`config.mk`:
```
export PLATFORM = sky130hd
export DESIGN_NAME = prom_nibble_loader
export DESIGN_NICKNAME = d
export VERILOG_FILES = /design/src/rtl/prom_nibble_loader_pkg.sv /design/src/rtl/prom_nibble_loader_ram.sv /design/src/rtl/prom_nibble_loader.sv
export SDC_FILE = /design/constraint.sdc
export NUM_CORES = 1
export LEC_CHECK = 0
export CORE_ASPECT_RATIO = 0.8
export CORE_UTILIZATION = 39
export CTS_CLUSTER_DIAMETER = 60
export DETAILED_ROUTE_END_ITERATION = 10
export GPL_TIMING_DRIVEN = 0
export HOLD_SLACK_MARGIN = 0.08
export PLACE_DENSITY = 0.54
export SLEW_MARGIN = 15
export SYNTH_ARGS = -nofsm -noshare
export SYNTH_HDL_FRONTEND = slang
export SYNTH_SLANG_ARGS = --single-unit
```
`constraint.sdc`:
```
create_clock -name clk -period 3.7 [get_ports clk]
set_input_delay 0.74 -clock clk [delete_from_list [all_inputs] [get_ports clk]]
set_output_delay 0.74 -clock clk [all_outputs]
set_load 0.1 [all_outputs]
```
`src/rtl/prom_nibble_loader_pkg.sv`:
```
// Shared constants and state encoding for the PROM nibble loader and its RAM.
package tempest_prom_pkg;

  localparam int PROM_DEPTH = 256;
  localparam int PROM_AW    = 8;
  localparam int PROM_DW    = 4;
  localparam int DL_AW      = 25;

  typedef enum logic [1:0] {
    ST_IDLE = 2'd0,
    ST_LOAD = 2'd1,
    ST_DONE = 2'd2
  } prom_state_e;

  // Accepted-write counter stops at a full image so duplicates cannot wrap it.
  function automatic logic [PROM_AW:0] sat_inc(input logic [PROM_AW:0] count);
    if (count == (PROM_AW+1)'(PROM_DEPTH)) begin
      return count;
    end
    return count + 1'b1;
  endfunction

endpackage

```
`src/rtl/prom_nibble_loader_ram.sv`:
```
// 256x4 simple dual-port RAM: one write port, one registered read port with enable.
module prom_ram_256x4
  import tempest_prom_pkg::*;
(
  input  logic               clk,
  input  logic               reset_n,
  input  logic               we,
  input  logic [PROM_AW-1:0] waddr,
  input  logic [PROM_DW-1:0] wdata,
  input  logic               re,
  input  logic [PROM_AW-1:0] raddr,
  output logic [PROM_DW-1:0] rdata
);

  logic [PROM_DW-1:0] mem [PROM_DEPTH];

  // Contents survive reset so a partially loaded image is retained.
  always_ff @(posedge clk) begin
    if (we) begin
      mem[waddr] <= wdata;
    end
  end

  // Non-blocking read of mem yields the pre-write word on an address collision.
  always_ff @(posedge clk or negedge reset_n) begin
    if (!reset_n) begin
      rdata <= '0;
    end else if (re) begin
      rdata <= mem[raddr];
    end
  end

endmodule

```
`src/rtl/prom_nibble_loader.sv`:
```
// Download-side loader for a 256x4 PROM replacement with a registered game read port.
// Optional checksum compare is built when PROM_LOADER_SUM_CHECK_EN is defined.
module prom_nibble_loader
  import tempest_prom_pkg::*;
#(
  parameter logic [DL_AW-1:0] BASE_ADDR    = 25'h0,
  parameter logic [7:0]       EXPECTED_SUM = 8'h00
) (
  input  logic               clk,
  input  logic               reset_n,
  input  logic               dl_en,
  input  logic               dl_wr,
  input  logic [DL_AW-1:0]   dl_addr,
  input  logic [7:0]         dl_data,
  output logic               dl_wait,
  input  logic               rd_cs,
  input  logic [PROM_AW-1:0] rd_addr,
  output logic [PROM_DW-1:0] rd_data,
  output logic               loaded,
  output logic [PROM_AW:0]   load_count,
  output logic               sum_ok,
  output logic [1:0]         fsm_state
);

  localparam logic [1:0] S_IDLE = 2'(ST_IDLE);
  localparam logic [1:0] S_LOAD = 2'(ST_LOAD);
  localparam logic [1:0] S_DONE = 2'(ST_DONE);
  localparam logic [PROM_AW:0] FULL_COUNT = (PROM_AW+1)'(PROM_DEPTH);

  // Handshake: a strobe is taken only in a cycle where dl_wait is low; a
  // strobe while dl_wait is high is dropped with no effect.
  logic [1:0]         state;
  logic               wr_pend;
  logic [PROM_AW-1:0] wr_off;
  logic [PROM_DW-1:0] wr_nib;
  logic [DL_AW-1:0]   addr_diff;
  logic               in_window;
  logic               accept;
  logic               enter_load;
  logic               to_done;
  logic [PROM_AW:0]   count_next;
  logic               gate_q;
  logic [PROM_DW-1:0] ram_q;
  logic               unused_bits;

  // Unsigned offset below 256 covers both window bounds in one compare.
  assign addr_diff  = dl_addr - BASE_ADDR;
  assign in_window  = (addr_diff[DL_AW-1:PROM_AW] == '0);
  assign accept     = (state == S_LOAD) && dl_wr && !wr_pend && in_window;
  assign count_next = accept ? sat_inc(load_count) : load_count;
  assign enter_load = ((state == S_IDLE) || (state == S_DONE)) && dl_en;
  assign to_done    = (state == S_LOAD) && !dl_en && (count_next == FULL_COUNT);

  assign dl_wait     = wr_pend;
  assign fsm_state   = state;
  assign unused_bits = ^dl_data[7:4];

  always_ff @(posedge clk or negedge reset_n) begin
    if (!reset_n) begin
      state      <= S_IDLE;
      load_count <= '0;
      loaded     <= 1'b0;
    end else begin
      case (state)
        S_IDLE, S_DONE: begin
          if (dl_en) begin
            state      <= S_LOAD;
            load_count <= '0;
            loaded     <= 1'b0;
          end
        end
        S_LOAD: begin
          load_count <= count_next;
          if (!dl_en) begin
            if (count_next == FULL_COUNT) begin
              state  <= S_DONE;
              loaded <= 1'b1;
            end else begin
              state <= S_IDLE;
            end
          end
        end
        default: state <= S_IDLE;
      endcase
    end
  end

  // Accepted byte is held one cycle and committed at the end of the busy cycle.
  always_ff @(posedge clk or negedge reset_n) begin
    if (!reset_n) begin
      wr_pend <= 1'b0;
      wr_off  <= '0;
      wr_nib  <= '0;
    end else begin
      wr_pend <= accept;
      if (accept) begin
        wr_off <= addr_diff[PROM_AW-1:0];
        wr_nib <= dl_data[PROM_DW-1:0];
      end
    end
  end

`ifdef PROM_LOADER_SUM_CHECK_EN
  logic [7:0] sum;
  logic [7:0] sum_next;

  assign sum_next = sum + (accept ? {4'h0, dl_data[PROM_DW-1:0]} : 8'h00);

  always_ff @(posedge clk or negedge reset_n) begin
    if (!reset_n) begin
      sum    <= '0;
      sum_ok <= 1'b0;
    end else if (enter_load) begin
      sum    <= '0;
      sum_ok <= 1'b0;
    end else if (state == S_LOAD) begin
      sum <= sum_next;
      if (to_done) begin
        sum_ok <= (sum_next == EXPECTED_SUM);
      end
    end
  end
`else
  logic unused_sum_cfg;

  assign sum_ok         = loaded;
  assign unused_sum_cfg = ^{EXPECTED_SUM, enter_load, to_done};
`endif

  // Gate flag is captured with the same enable as the RAM read, so rd_data
  // only changes on read edges and reads taken during LOAD come back as zero.
  always_ff @(posedge clk or negedge reset_n) begin
    if (!reset_n) begin
      gate_q <= 1'b0;
    end else if (rd_cs) begin
      gate_q <= (state == S_LOAD);
    end
  end

  assign rd_data = gate_q ? '0 : ram_q;

  prom_ram_256x4 u_ram (
    .clk     (clk),
    .reset_n (reset_n),
    .we      (wr_pend),
    .waddr   (wr_off),
    .wdata   (wr_nib),
    .re      (rd_cs),
    .raddr   (rd_addr),
    .rdata   (ram_q)
  );

endmodule

```
-- After elaboration in Yosys (flattened, before gate mapping)
Memory sizes are Yosys's and may differ from the RTL's. A register that Yosys moved wholly into a read port is not among the register bits.
Cells that the tools add are included.
- add/sub/neg operators: 1
- multipliers: 0
- div/mod/pow operators: 0
- order comparisons: 0
- equality and inequality tests: 7
- shift operators: 0
- multiplexer cells: 17
- bitwise gates (word level): 0
- reduce and logical (&&, ||, !) cells: 12
- operators by type and width (kind ; count):
    9-bit two-way mux ; 4
    9-bit equality test, second input constant ; 2
    9-bit case mux with 2 select lines ; 1
    17-bit logical NOT ; 1
    9-bit by 1-bit adder with 9-bit output, second input constant ; 1
    1-bit two-way mux ; 6
    2-bit two-way mux ; 3
    4-bit two-way mux ; 1
    2-bit inequality test, second input constant ; 2
    2-bit case mux with 2 select lines ; 1
    2-bit AND reduction ; 2
    4-bit AND reduction ; 1
    1-bit logical AND ; 3
    2-bit by 1-bit equality test with 1-bit output, second input constant ; 1
    2-bit equality test, second input constant ; 1
    1-bit logical NOT ; 2
    2-bit logical NOT ; 1
    2-bit by 1-bit inequality test with 1-bit output, second input constant ; 1
    1-bit case mux with 2 select lines ; 1
    2-bit nonzero test ; 1
    2-bit OR reduction ; 1
- flip-flop bits (word level): 26
- latch bits: 0
- bits in writable memories: 1024
- ROM bits: 0
- bits of input ports: 46
- logic and storage cells: 45
- memories kept: 1
- memory list (name ; words ; bits a word ; rd ports ; clocked after Yosys merged registers in ; write ports ; line ; source):
    u_ram.mem ; 256 ; 4 ; 1 ; 1 ; 1 ; prom_nibble_loader_ram.sv:15 ; logic [PROM_DW-1:0] mem [PROM_DEPTH];

-- Logic depth before layout (Yosys ltp)
Gate-level depths: netlist of run 1.
- depth after elaboration: 9
- gate-level depth with buffers: 11

-- By module
From an unflattened synthesis of run 1, not the netlist that was laid out.
- cells, all modules: 2340
- area total of the unflattened synthesis: 42398.2 um^2
- modules (own cells, without submodules) (module ; instances ; cells each ; area an instance (um^2)):
    prom_ram_256x4 ; 1 ; 2212 ; 40895.5
    prom_nibble_loader ; 1 ; 128 ; 1502.7

-- Least setup slack after synthesis of run 1
No wires, ideal clock.
- path kind: flip-flop to flip-flop
- start: register wr_nib[0]
- end: memory u_ram.mem[0][0] (data pin)
- library setup time: 0.803 ns
- arrival time: 3.181 ns
- data required time: 2.897 ns
- slack: -0.284 ns
- stages on the path, launching flop included: 1
- clock period less this slack: 3.984 ns
- cells stage by stage: dfrtp_1
- RTL lines (item ; line ; source):
    start, declared ; prom_nibble_loader.sv:35 ; logic [PROM_DW-1:0] wr_nib;
    start signal, assigned ; prom_nibble_loader.sv:98 ; wr_nib <= dl_data[PROM_DW-1:0];
    end, declared ; prom_nibble_loader_ram.sv:15 ;
No word-level cell before the write port.

==> results_dict.tcl, run 1 <==
set metrics [dict create \
    die-area_mm2 0.109 \
    crit_slowest_cell "clkdlybuf4s50_1" \
    cp_max_fo 10 \
    ys.flop_type "edfxtp_1" \
    tightest_slew_ns 1.29 \
    fin_ws_ns -0.210 \
    synth-async-reset-ratio_pct 2.85 \
    synth_cells 2342 \
    syn_nets 2390 \
    drc 6 \
    final-hold-violation-count 0 \
    grt_overflow 0 \
    rsz0062_at_grt "true" \
    clock_skew_ns 0.0420 \
    wl_per_cell_um 34.4 \
    gp_congestion 0.980 \
    synth_edf_count 1024 \
    status "finished, violations left" \
    placed_cells 3830 \
    nNetsFinal 2571 \
    dp_hpwl_mm 97.4 \
    path_clk_slew_ns 0.07 \
    vias_per_cell 6.05 \
    grtUsageTotal_pct 25.4 \
    cts_root_buf "clkbuf_16" \
    arrival_ns 4.54 \
    syn_area_mm2 0.0421 \
    path_buf_inv 4 \
    vias 24400 \
    cp-end-kind "flop" \
    slew-limit-headroom_pct 13.9 \
    start_util_pct 39.4 \
    fmax_mhz 256 \
    layout_common_cells "edfxtp_1 (1024), nor2_1 (288), mux2i_1 (208)" \
    cp_slowest_stage_delay_ns 0.64 \
    post-route-util_pct 45.4 \
    finalCritPeriodShare_pct 106 \
    yosysUniqueCellTypes 64 \
    portBuffers 56 \
    setup-tns-final_ns -0.830 \
    cts_buffers 106 \
    critPathKind "in2reg" \
    violations "DRC, setup timing" \
    maxCapViolCount 0 \
    syn2layout_area_growth_pct 15.0 \
    antenna_found_initial 4 \
    drt_iter0_markers 3803 \
    coreArea_mm2 0.107 \
    stdcell_count 4030 \
    period_minus_slack_ns 3.91 \
    power.leakage_nw 13.0 \
    placement.setup.worst_slack_ns -2.04 \
    final_common_cell "edfxtp_1" \
    drtAntennaViolNets 0 \
    insertion_delay_ns 0.73 \
    cts_tree "built" \
    clock_sink_count 1054 \
    hold_class "in2async" \
    peakVddDrop_uv 363 \
    critical-path-top-delay-family "buffers and inverters" \
    ys_seq_area_share_pct 74.8 \
    slew_violations 0 \
    cp.required_ns 4.33 \
    ys_ff_latch 1054 \
    cp_cell_sequence "clkdlybuf4s50_1, clkbuf_2, clkbuf_2, buf_2, nor2_1, nor2_1, o22ai_1, nor4_2, nand4b_1, o221ai_1" \
    io_pins 64 \
    die-width_um 369 \
    num_rows 107 \
    grt_pass1_wl_mm 190 \
    total_power_mw 24.6 \
    first_pass_iters 8 \
    crit_path_start_kind "primary input" \
    clockBufferDepth 3 \
    htree_levels 3 \
    fp.dieH_um 296 \
    drive_gt1_share_pct 17.3 \
    yosysWarnings 0 \
    final-setup-viol-count 20 \
    avgSynthCellArea_um2 18.0 \
    grt_max_degree 82 \
    powerDensity_mw_per_mm2 508 \
    wl_mm 139 \
    grt_pass1_vias 23600 \
]
## cells by family (layout without fill, tap and decap cells)
family	count (synthesis)	after routing	share of synthesized area, %
buf+inv	157	427	1.86
simple gates	491	491	5.19
xor+xnor	8	8	0.166
mux	385	385	14.0
compound gates	245	245	3.99
fa+ha+maj	2	2	0.0594
flops	1054	1054	74.8
other cells	0	1	0
## area by class of cell
| type | count | area, um^2 |
|---|---|---|
| Fill cell | 9117 | 58400 |
| Timing Repair Buffer | 73 | 952 |
| Tap cell | 1417 | 1770 |
| Sequential cell | 1054 | 31500 |
| Inverter | 10 | 37.5 |
| Multi-Input combinational cell | 1131 | 9930 |
| Clock buffer | 130 | 2810 |
| Buffer | 147 | 838 |
| Clock inverter | 67 | 624 |
| Antenna cell | 1 | 2.50 |
## registers in the layout, summed over array words and instances, names as in the netlist
| register | flops |
|---|---|
| dl_wait | 1 |
| wr_off | 8 |
| gate_q | 1 |
| u_ram.mem | 1024 |
| u_ram.rdata | 4 |
| load_count | 9 |
| fsm_state | 2 |
| wr_nib | 4 |
| loaded | 1 |
## final timing paths
path	cells after the start	to	slack (ns)	startpoint
max	10	u_ram.rdata[2]	-0.21	rd_addr[4]
min	2	wr_nib[3]	0.40	reset_n
max reg2reg	5	u_ram.mem[176][2]	-0.05	wr_off[1]
min reg2reg	1	u_ram.rdata[0]	0.49	u_ram.rdata[0]
max in group asynchronous	3	fsm_state[1]	2.91	reset_n
min in group clk	2	load_count[3]	0.47	dl_en
## layer usage
metal | vias to the layer above | track usage (%) | share of wire, %
li1 | 9801 | - | -
met2 | 1679 | 36.5 | 42
met1 | 12600 | 37.2 | 42
met5 | - | 0 | 0.0094
met3 | 267 | 7.57 | 13
met4 | 2 | 7.68 | 3.2
## synthesized netlist by cell type, drive strengths merged (25+ instances only)
| library cell | number | area (um^2) |
|---|---|---|
| a21oi | 25 | 125 |
| a22oi | 38 | 285 |
| buf | 62 | 429 |
| clkbuf | 85 | 319 |
| dfrtp | 30 | 751 |
| edfxtp | 1024 | 30700 |
| mux2i | 208 | 2080 |
| mux4 | 161 | 3630 |
| nand2 | 61 | 229 |
| nand3 | 27 | 135 |
| nor2 | 292 | 1100 |
| o21ai | 37 | 185 |
| o221ai | 25 | 219 |
| o22ai | 56 | 350 |
## power by group
part,switching (mW),internal (mW),leakage (nW)
Clock,4.63,6.09,1.67
Sequential,0.00749,12.9,7.46
Combinational,0.718,0.285,3.92
Total,5.36,19.3,13.0
## through the flow
stage	hold WS [ns]	cell area [um^2]
floorplan	0.444	42100
global placement	0.467	44500
detailed placement	0.475	44900
CTS	0.358	48400
global route	0.392	48500
finish	0.400	48500
## timing repair
action | 4_1_cts | 5_1_grt
resized for setup | 33 | 29
endpoints found under the hold margin | 30 | 0
hold buffers | 1 | 0
setup buffers | 1 | 0
setup endpoints to repair | 328 | 10
pin swaps | 1 | 1
gates cloned | 0 | 0
No activity file was read; power rests on OpenSTA's default activity.
==> run 2: changes to the inputs <==
- CORE_MARGIN: not set -> 2
- PLACE_DENSITY: 0.54 -> 0.52
- RECOVER_POWER: not set -> 50
- clock period: 3.7 -> 4.55 ns (I/O delays scaled with it)
==> results_dict.tcl, run 2 (synthesized netlist as in run 1, its figures left out) <==
set metrics [dict create \
    path_clk_slew_ns 0.06 \
    status "finished, violations left" \
    final-setup-viol-count 3 \
    grt_pass1_wl_mm 191 \
    io_pins 64 \
    seqCellArea_mm2 0.0315 \
    cts_buffers 105 \
    drive_gt1_share_pct 16.0 \
    tightest_slew_ns 3.43 \
    portBuffers 56 \
    wl_mm 140 \
    fp.dieH_um 298 \
    peakVddDrop_uv 301 \
    fillers 9164 \
    arrival_ns 5.37 \
    reg2regPathDepth 3 \
    cp_max_fo 10 \
    crit_path_start_kind "primary input" \
    r2r_slack_ns 0.34 \
    cp-end-kind "flop" \
    setup-tns-final_ns -0.219 \
    pwr-share-seq_pct 52.7 \
    placement.setup.worst_slack_ns -1.03 \
    grt_pass1_vias 23700 \
    insertion_delay_ns 0.74 \
    min-delay-start "u_ram.rdata[0]" \
    post-route-util_pct 45.0 \
    clock_sink_count 1054 \
    clock_power_share_pct 43.4 \
    vias_per_cell 6.08 \
    combinationalPowerShare_pct 4.0 \
    crit_slowest_cell "buf_1" \
    rsz0062_at_grt "true" \
    die-width_um 371 \
    wl_per_cell_um 34.7 \
    reg.largest.list "u_ram.mem (1024), load_count (9), wr_off (8)" \
    slew-limit-headroom_pct -129 \
    cp.required_ns 5.22 \
    regMostFlops "u_ram.mem" \
    power.leakage_nw 12.8 \
    drtAntennaViolNets 0 \
    grt_max_degree 81 \
    start_util_pct 39.4 \
    layout_common_cells "edfxtp_1 (1024), nor2_1 (290), mux2i_1 (208)" \
    vias 24500 \
    period_minus_slack_ns 4.70 \
    nNetsFinal 2569 \
    p_sw_share_pct 21.8 \
    r2r_start "wr_nib[2]" \
    grtUsageTotal_pct 25.2 \
    slew_violations 527 \
    num_rows 107 \
    clockBufferDepth 3 \
    internal_power_mw 15.6 \
    cp_slowest_stage_delay_ns 0.86 \
    clock_skew_ns 0.0537 \
    r2r-end "u_ram.mem[12][2]" \
    post_cts_buffers 0 \
    critPathKind "in2reg" \
    antenna_found_initial 3 \
    grt_overflow 0 \
    coreArea_mm2 0.107 \
    fin_ws_ns -0.150 \
    cts_tree "built" \
    die-area_mm2 0.111 \
    syn2layout_area_growth_pct 14.1 \
    drt_iter0_markers 3613 \
    total_power_mw 19.9 \
    fmax_mhz 213 \
    cts_root_buf "clkbuf_16" \
    drc 0 \
    powerDensity_mw_per_mm2 415 \
    final_common_cell "edfxtp_1" \
    dp_hpwl_mm 98.8 \
    final-hold-violation-count 0 \
    stdcell_count 4024 \
    finalCritPeriodShare_pct 103 \
    placed_cells 3831 \
    first_pass_iters 6 \
    htree_levels 3 \
    hold_class "reg2reg" \
    largest_reg_flops 1024 \
    cp_cell_sequence "clkdlybuf4s50_1, buf_2, inv_1, nor2_2, buf_1, a22oi_1, a21oi_1, a2111oi_0, nor4_1, a211o_1" \
    p_sw_mw 4.34 \
    violations "capacitance limit, slew limit, setup timing" \
    worstHoldEndpoint "u_ram.rdata[0]" \
    multi_input_area_mm2 0.00985 \
    hold_path_depth 1 \
    maxCapViolCount 9 \
    gp_congestion 1.01 \
]
-- run 2: critical path, delay by kind of cell --
kind | cells | cell delay, ns
AO/OA/AOI/OAI | 4 | 1.17
buffers and inverters | 4 | 2.07
AND/OR/NAND/NOR | 2 | 1.19
-- run 2: what timing repair did --
item	4_1_cts	5_1_grt
resized for setup	2	5
hold buffers	1	0
endpoints found under the hold margin	6	0
pin swaps	0	0
setup endpoints to repair	2	2
-- run 2: how the worst max path moves through the flow --
stage / start / end / slack [ns] / cells past startpoint
6_report: rd_addr[2] / u_ram.rdata[0] / -0.15 / 10
5_1_grt: rd_addr[2] / u_ram.rdata[0] / -0.03 / 10
4_1_cts: rd_addr[1] / u_ram.rdata[2] / 0.01 / 10
3_5_place_dp: rd_addr[4] / u_ram.rdata[2] / -1.03 / 10
3_3_place_gp: wr_nib[1] / u_ram.mem[12][1] / -3.22 / 0
2_1_floorplan: wr_nib[0] / u_ram.mem[0][0] / 0.57 / 0
-- run 2: power by group through the flow --
stage / Combinational [mW] / Clock (mW) / Sequential, mW
finish: 0.790 / 8.64 / 10.5
global route: 0.797 / 9.09 / 10.5
CTS: 0.772 / 8.72 / 10.5
detailed placement: 0.769 / 0 / 10.7
global placement: 0.763 / 0 / 10.7
floorplan: 0.385 / 0 / 10.7
-- run 2: through the flow --
step           hold WS [ns]  area [um^2]
6_report              0.483        48100
5_1_grt               0.509        48100
4_1_cts               0.485        48300
3_5_place_dp          0.476        44900
3_3_place_gp          0.466        44500
2_1_floorplan         0.451        42100
-- run 2: layout make-up --
type	instances	area share (%)
diodes	1	0.00521
plain buffers	146	1.59
clock buffers	125	5.71
clock inverters	67	1.32
inverters	10	0.0781
multi-input cells	1131	20.5
flip-flops and latches	1054	65.5
well taps	1417	3.69
repair buffers	73	1.57
-- run 2: layer usage --
layer / track usage (%) / vias to the layer above / wire length (um)
met4: 7.81 / 0 / 4670
li1: - / 9806 / -
met1: 37.3 / 12800 / 59900
met3: 7.54 / 264 / 16500
met5: 0 / - / 0
met2: 35.5 / 1588 / 58400
